[src/rtl/bounce_sprite.sv]
// Pixel-colour stage: one bouncing solid sprite over a dim grid, RGB222 out,
// with sync outputs delayed to stay aligned with the registered colour.
module bounce_sprite #(
  parameter int H_DISPLAY = 640,
  parameter int V_DISPLAY = 480,
  parameter int SPR_W     = 32,
  parameter int SPR_H     = 32,
  parameter int STEP_X    = 1,
  parameter int STEP_Y    = 1,
  parameter int INIT_X    = 0,
  parameter int INIT_Y    = 0
) (
  input  logic       clk,
  input  logic       rst_n,
  input  logic [9:0] hpos,
  input  logic [9:0] vpos,
  input  logic       display_on,
  input  logic       hsync_in,
  input  logic       vsync_in,
  input  logic       pause,
  output logic [1:0] R,
  output logic [1:0] G,
  output logic [1:0] B,
  output logic       hsync_out,
  output logic       vsync_out,
  output logic [7:0] bounce_cnt
);

  localparam logic [10:0] HD  = 11'(H_DISPLAY);
  localparam logic [10:0] VD  = 11'(V_DISPLAY);
  localparam logic [10:0] SW  = 11'(SPR_W);
  localparam logic [10:0] SH  = 11'(SPR_H);
  localparam logic [10:0] SX  = 11'(STEP_X);
  localparam logic [10:0] SY  = 11'(STEP_Y);
  localparam logic [9:0]  IX  = 10'(INIT_X);
  localparam logic [9:0]  IY  = 10'(INIT_Y);
  localparam logic [9:0]  MAX_X = 10'(H_DISPLAY - SPR_W);
  localparam logic [9:0]  MAX_Y = 10'(V_DISPLAY - SPR_H);

  logic [9:0]  spr_x, spr_y, nx_x, nx_y;
  logic        dir_x, dir_y, nx_dx, nx_dy;
  logic        hit_x, hit_y;
  logic [1:0]  hits;
  logic [1:0]  col_idx;
  logic        vsync_prev;
  logic        tick;
  logic [10:0] x11, y11, h11, v11;
  logic        in_spr, on_grid;
  logic [5:0]  rgb_nx;

  assign x11  = {1'b0, spr_x};
  assign y11  = {1'b0, spr_y};
  assign h11  = {1'b0, hpos};
  assign v11  = {1'b0, vpos};
  assign tick = vsync_in & ~vsync_prev;

  // 11-bit sums keep the edge tests free of wrap-around
  always_comb begin
    nx_x  = spr_x;
    nx_dx = dir_x;
    hit_x = 1'b0;
    if (!dir_x) begin
      if (x11 + SX + SW > HD) begin
        nx_x  = MAX_X;
        nx_dx = 1'b1;
        hit_x = 1'b1;
      end else begin
        nx_x = 10'(x11 + SX);
      end
    end else begin
      if (x11 < SX) begin
        nx_x  = 10'd0;
        nx_dx = 1'b0;
        hit_x = 1'b1;
      end else begin
        nx_x = 10'(x11 - SX);
      end
    end
  end

  always_comb begin
    nx_y  = spr_y;
    nx_dy = dir_y;
    hit_y = 1'b0;
    if (!dir_y) begin
      if (y11 + SY + SH > VD) begin
        nx_y  = MAX_Y;
        nx_dy = 1'b1;
        hit_y = 1'b1;
      end else begin
        nx_y = 10'(y11 + SY);
      end
    end else begin
      if (y11 < SY) begin
        nx_y  = 10'd0;
        nx_dy = 1'b0;
        hit_y = 1'b1;
      end else begin
        nx_y = 10'(y11 - SY);
      end
    end
  end

  assign hits = {1'b0, hit_x} + {1'b0, hit_y};

  always_ff @(posedge clk or negedge rst_n) begin
    if (!rst_n) begin
      spr_x      <= IX;
      spr_y      <= IY;
      dir_x      <= 1'b0;
      dir_y      <= 1'b0;
      col_idx    <= 2'd0;
      bounce_cnt <= 8'd0;
      vsync_prev <= 1'b1;
    end else begin
      vsync_prev <= vsync_in;
      if (tick && !pause) begin
        spr_x      <= nx_x;
        spr_y      <= nx_y;
        dir_x      <= nx_dx;
        dir_y      <= nx_dy;
        col_idx    <= col_idx + hits;
        bounce_cnt <= bounce_cnt + {6'd0, hits};
      end
    end
  end

  assign in_spr  = (h11 >= x11) && (h11 < x11 + SW) && (v11 >= y11) && (v11 < y11 + SH);
  assign on_grid = (hpos[4:0] == 5'd0) || (vpos[4:0] == 5'd0);

  always_comb begin
    rgb_nx = 6'b00_00_00;
    if (display_on) begin
      if (in_spr) begin
        case (col_idx)
          2'd0:    rgb_nx = 6'b11_11_11;
          2'd1:    rgb_nx = 6'b11_00_00;
          2'd2:    rgb_nx = 6'b00_11_00;
          default: rgb_nx = 6'b00_00_11;
        endcase
      end else if (on_grid) begin
        rgb_nx = 6'b01_01_01;
      end
    end
  end

  always_ff @(posedge clk or negedge rst_n) begin
    if (!rst_n) begin
      R         <= 2'd0;
      G         <= 2'd0;
      B         <= 2'd0;
      hsync_out <= 1'b0;
      vsync_out <= 1'b0;
    end else begin
      R         <= rgb_nx[5:4];
      G         <= rgb_nx[3:2];
      B         <= rgb_nx[1:0];
      hsync_out <= hsync_in;
      vsync_out <= vsync_in;
    end
  end

endmodule

[config.mk]
export PLATFORM = sky130hd
export DESIGN_NAME = bounce_sprite
export DESIGN_NICKNAME = d
export VERILOG_FILES = /design/src/rtl/bounce_sprite.sv
export SDC_FILE = /design/constraint.sdc
export NUM_CORES = 1
export LEC_CHECK = 0
export ABC_AREA = 1
export BUFFER_PORTS_ARGS = -buffer_cell sky130_fd_sc_hd__buf_2
export CAP_MARGIN = 0
export CORE_ASPECT_RATIO = 1.2
export CORE_UTILIZATION = 55
export DETAILED_ROUTE_END_ITERATION = 16
export HOLD_SLACK_MARGIN = 0.1
export PLACE_DENSITY = 0.78
export SLEW_MARGIN = 40
export SYNTH_ARGS = -nofsm -noshare
export SYNTH_HDL_FRONTEND = slang
export SYNTH_SLANG_ARGS = --single-unit
[constraint.sdc]
create_clock -name clk -period 3.9 [get_ports clk]
set_clock_uncertainty 0.15 [all_clocks]
set_input_delay 0.39 -clock clk [delete_from_list [all_inputs] [get_ports clk]]
set_output_delay 0.39 -clock clk [all_outputs]
set_load 0.02 [all_outputs]
Yosys cells after proc, flatten, opt, wreduce, memory -nomap -nowiden
Index checks and enable logic that the tools add are counted.
{ "op_classes": {"addsub": 11, "magnitude_cmp": 8, "eq_ne": 2, "mux": 20, "bitwise_logic": 2, "reduce_logical": 9} }
{ "op_table": {"columns": ["operator", "count"], "rows": [
  ["2-to-1 mux 10 bit", 6],
  ["adder 10 x 1 -> 11 bit, second input constant", 2],
  ["adder 10 x 6 -> 11 bit, second input constant", 2],
  ["adder 11 x 6 -> 11 bit, second input constant", 2],
  ["less-than comparator 10 x 11 -> 1 bit", 2],
  [">= comparator 10 bit", 2],
  ["less-than comparator 10 x 1 -> 1 bit, second input constant", 2],
  ["subtractor 10 x 1 -> 10 bit, second input constant", 2],
  ["one-hot mux 6 bit (3 select lines)", 1],
  ["2-to-1 mux 6 bit", 2],
  ["> comparator 11 x 10 -> 1 bit, second input constant", 1],
  ["> comparator 11 x 9 -> 1 bit, second input constant", 1],
  ["zero test 5 bit", 2],
  ["2-to-1 mux 1 bit", 10],
  ["adder 8 x 2 -> 8 bit", 1],
  ["2-to-1 mux 5 bit", 1],
  ["logical AND 1 bit", 4],
  ["adder 1 x 1 -> 2 bit", 1],
  ["adder 2 bit", 1],
  ["equality test 2 x 1 -> 1 bit, second input constant", 1],
  ["equality test 2 bit, second input constant", 1],
  ["zero test 2 bit", 1],
  ["bitwise AND 1 bit", 1],
  ["zero test 1 bit", 1],
  ["other kinds (2)", 2]
]} }
{ "totals": {"reg_bits": 41, "input_bits": 26, "output_inout_bits": 16, "wordCells": 64} }

Logic depth before layout (Yosys ltp)
{ "logic_depth": {"word_depth": 7, "mapped_depth": 25, "mapped_depth_nobuf": 25} }

Least setup slack after synthesis
Ideal clock, no wire load.
{ "synth_path": {"path_kind": "register to register", "from": "register spr_y[0]", "to": "register bounce_cnt[6]", "setup_time_ns": 0.080, "arrival_time_ns": 3.351, "required_ns": 3.670, "path_slack_ns": 0.319, "stages_incl_launch_ff": 26, "path_buffers": 0, "period_less_slack_ns": 3.581, "cell_sequence": "dfrtp_1 ha_1 nand2_1 inv_1 nand3_1 nand2_2 ha_1 nand2_1 inv_1 nand2_1 nor2_1 nand3_1 nor2_1 nand2_1 nand2_2 nand2_2 nand2_1 inv_1 ha_1 ha_1 inv_1 fa_1 nor2_1 nand3_1 nor2_1 xor2_1"} }
{ "synth_between": {"elab_chain_cells": 7, "word_cells_on_any_way": 9, "cone_classes": "add/sub (4); order compare (2); mux (3)"} }
{ "synth_lines": {"columns": ["element", "line", "text"], "rows": [
  ["from (decl)", "40", "logic [9:0] spr_x, spr_y, nx_x, nx_y;"],
  ["from (signal assigned)", "119", "spr_y <= nx_y;"],
  ["adder 10 x 1 -> 11 bit", null, null],
  ["adder 11 x 6 -> 11 bit", "86", "if (y11 + SY + SH > VD) begin"],
  ["> comparator 11 x 9 -> 1 bit", "86", null],
  ["2-to-1 mux 1 bit", "86", null],
  ["2-to-1 mux 1 bit (*)", "85", "if (!dir_y) begin"],
  ["adder 1 x 1 -> 2 bit (*)", "104", "assign hits = {1'b0, hit_x} + {1'b0, hit_y};"],
  ["adder 8 x 2 -> 8 bit (*)", "123", "bounce_cnt <= bounce_cnt + {6'd0, hits};"],
  ["to (signal assigned)", "123", null],
  ["to (decl)", "26", "output logic [7:0] bounce_cnt"]
]} }
Every way passes the cells marked *; elsewhere a longest branch is shown, timed or not.
A chain may end at the register's enable or synchronous reset.

Worst setup path after layout
{ "layout_path": {"from": "register spr_y[2]", "to": "register bounce_cnt[6]"} }
Same word-level chain as after synthesis.

==> results.cfg <==
[outcome]
outcome = complete, no violations

[clock_network]
h-tree-depth = 2
cts_buffer_depth = 2
cts_made_buffers = 5
tritoncts = yes
clkLatencyLatePin_ps = 300
clkTransAtPathRegs_ps = 80
numClockSinks = 41
clock_tree.root_cell = clkbuf_8

[routing]
dr.pass1.iters = 5
routedWlPerCell_um = 14.27
initialDrtViolationCount = 189
routed_via_count_divided_by_cell_count = 5.552
drc = 0
postRouteAntennaNets = 0
drt_wl_total_um = 10830
route.vias.total = 4214

[final_layout]
final_layout_size_suffix_gt1_share_pct = 21.52
layout.cell_area.non_filler_sq_mm = 0.004890
syn2layout_area_growth_pct = 15.52
finalNetCount = 746
filler_cells_inserted = 663
antenna_cells_inserted = 0

[yosys]
synthesis.yosys.warnings = 0
synth_largest_area_cell = dfrtp_1
synth.top_cell.area_share_pct = 23.65
netlist-cell-type-count = 46
netlist_instances = 606
syn_nets = 684
synth_seq_area_share_pct = 24.27
synthArstFlopShare_pct = 100.0
synthesis.area_per_instance_sq_um = 6.985
number_of_synthesized_flops_with_an_enable_pin = 0
ys_ff_latch = 41
syn_area_sq_mm = 0.004233
synthFlopType = dfrtp_1
synth.area.top_cells = dfrtp_1, ha_1, nand2_1

[hold_path]
worst_hold_path_type = in2reg

[placed_design]
place_congestion = 0.9050
dp.final_hpwl_um = 8329
buffer_ports.inserted = 41
postPlaceCellArea_sq_mm = 0.004519

[floorplan]
fp.dieW_um = 82.09
die_area_sq_mm = 0.008053
start_util_pct = 57.51
io-pin-count = 42
number_of_placement_rows = 34
die_h_um = 98.10
core-area_sq_mm = 0.007360

[timing]
period_share_pct = 94.18
final.hold.worst_slack_ps = 208.9
max_slew_margin_pct = 56.70
finalCriticalPeriod_ps = 3673
tightest_slew_ps = 648.5
slew_violations = 0
setup_viol_count_final = 0
maxClockFrequency_ghz = 0.2722
hold_violations = 0

[global_route]
grt_start_max_net_pins = 42
number_of_antenna_violations_at_the_first_check_in_global_routing = 0
first_global_vias = 4055
total_gr_overflow = 0
globalRouteTotalUtil_pct = 28.60
grt_pass1_wl_um = 17980

[power]
max-vdd-ir-drop_v = 0.0005044
powerDensity_mw_per_mm2 = 824.1
p_leak_uw = 0.002627

[worst_setup_path]
cp.arrival_ps = 3740
timing.setup.critical_path_class = reg2reg
timing.critical_path.fanout_max = 5
worst_setup_path_end_kind = flip-flop
timing.critical_path.from_type = flip-flop
timing.critical_path.required_ps = 3970

[flow_run]
timing.max_cap.violations = 0
## routing by layer
metal  track usage [%]  vias up  wire, um
met4             17.68        0       684
met3             3.738       48       358
met1             31.76     1961      4285
li1                  -     2102         -
met2             49.97      103      5504
met5                 0        -         0
## through the flow
step | cells | setup WS [ps] | TNS [ps] | power (uW) | utilization (%)
2_1_floorplan | 606 | 319.3 | 0 | 2762 | -
3_3_place_gp | 731 | 184.4 | 0 | 3239 | 61.37
3_5_place_dp | 731 | 9.467 | 0 | 3336 | 61.41
4_1_cts | 742 | 13.28 | 0 | 3714 | 63.41
5_1_grt | 759 | -26.42 | -26.42 | 4442 | 66.44
6_report | 759 | 226.9 | 0 | 4030 | 66.44
## cell families after synthesis
family | Yosys count | share of synthesized area (%)
buffers and inverters | 101 | 9.902
AO/OA/AOI/OAI | 77 | 10.76
adder cells (fa/ha/maj) | 52 | 15.55
AND/OR/NAND/NOR | 309 | 34.14
XOR/XNOR | 26 | 5.380
flip-flops | 41 | 24.27
## worst max-delay path, cell delays in order, from the launching register on
cell and delay (ps):
dfrtp_1 480, buf_4 190, nand2_2 60, nor2_4 160, nand3_2 90, nand2_2 90
ha_1 210, nand3_1 90, nand2_1 70, nand2_1 90, nor2_1 120, nand2_1 80
nand2_2 110, nand2_2 60, nand2_1 100, inv_1 90, ha_4 270, ha_2 170
inv_1 50, fa_2 330, nor2_2 130, nand3_2 110, nor2_2 140, xor2_1 150
## where the power goes
part	switching [uW]	internal (uW)	total (uW)	leakage (uW)
logic	1710	1110	2820	0.00209
registers	268	580	847	0.000476
clock network	155	209	364	0.0000585
## state kept, by name, summed over array words and instances (netlist names)
| signal | cells |
|---|---|
| vsync_prev | 1 |
| bounce_cnt | 8 |
| hsync_out | 1 |
| col_idx | 2 |
| spr_x | 10 |
| dir_y | 1 |
| vsync_out | 1 |
| G | 2 |
| R | 2 |
| B | 2 |
| spr_y | 10 |
| dir_x | 1 |
## path summary, 6_finish.rpt
check | start | end | slack [ps] | cells after the start
worst max-delay path | spr_y[2] | bounce_cnt[6] | 230 | 23
max in group asynchronous | rst_n | spr_y[4] | 2730 | 2
worst max register to register | spr_y[2] | bounce_cnt[6] | 230 | 23
worst min-delay path | display_on | B[0] | 210 | 3
worst min register to register | bounce_cnt[7] | bounce_cnt[7] | 320 | 1
min in group asynchronous | rst_n | spr_x[5] | 460 | 2
## cell usage in the layout, fill, tap and decap left out, types with 3 or more instances in the layout
cell           count
dlygate4sd3_1      3
nor2_4             4
buf_4             25
xnor2_1            6
inv_1             76
nand2_4            4
nand2_2           16
nand3_2            8
dfrtp_1           32
o21ai_1            4
a21boi_1           5
nand2_1          134
o31ai_1            4
nand4_1           20
nor2_1            55
nand3_1           44
nor2_2             9
o21bai_1           5
xor2_1            20
clkbuf_8           6
nor3_1             6
ha_1              47
buf_2             40
a21oi_1           34
o21ai_0           15
inv_2              9
dfrtp_2            8
## cell type report
| cell class | instances | area [sq um] | share of cell area, % |
|---|---|---|---|
| Multi-Input combinational cell | 464 | 2873 | 58.75 |
| Sequential cell | 41 | 1037 | 21.21 |
| Timing Repair Buffer | 68 | 417.9 | 8.547 |
| Inverter | 88 | 332.8 | 6.807 |
| Tap cell | 90 | 112.6 | 2.303 |
| Clock buffer | 7 | 86.33 | 1.766 |
| Clock inverter | 1 | 30.03 | 0.6141 |
## cell usage after synthesis, types with 2 or more instances
master / n
nand2_1: 137
inv_1: 76
nor2_1: 57
ha_1: 51
nand3_1: 48
dfrtp_1: 40
a21oi_1: 34
nand4_1: 20
xor2_1: 20
o21ai_0: 15
nand2_2: 14
inv_2: 9
nor2_2: 7
nor3_1: 6
xnor2_1: 6
a21boi_1: 5
buf_4: 5
nand3_2: 5
o21bai_1: 5
nand2_4: 4
nor2_4: 4
o21ai_1: 4
o31ai_1: 4
buf_2: 3
clkbuf_1: 3
buf_6: 2
clkinv_1: 2
o21a_1: 2
## timing repair
item | in CTS | in global routing
pin swaps | 0 | 16
resized for setup | 1 | 25
endpoints found under the hold margin | 43 | 0
endpoints found under the setup margin | 1 | 4
hold buffers | 3 | 0
buffers inserted | 0 | 17
(Power assumes the default switching activity.)
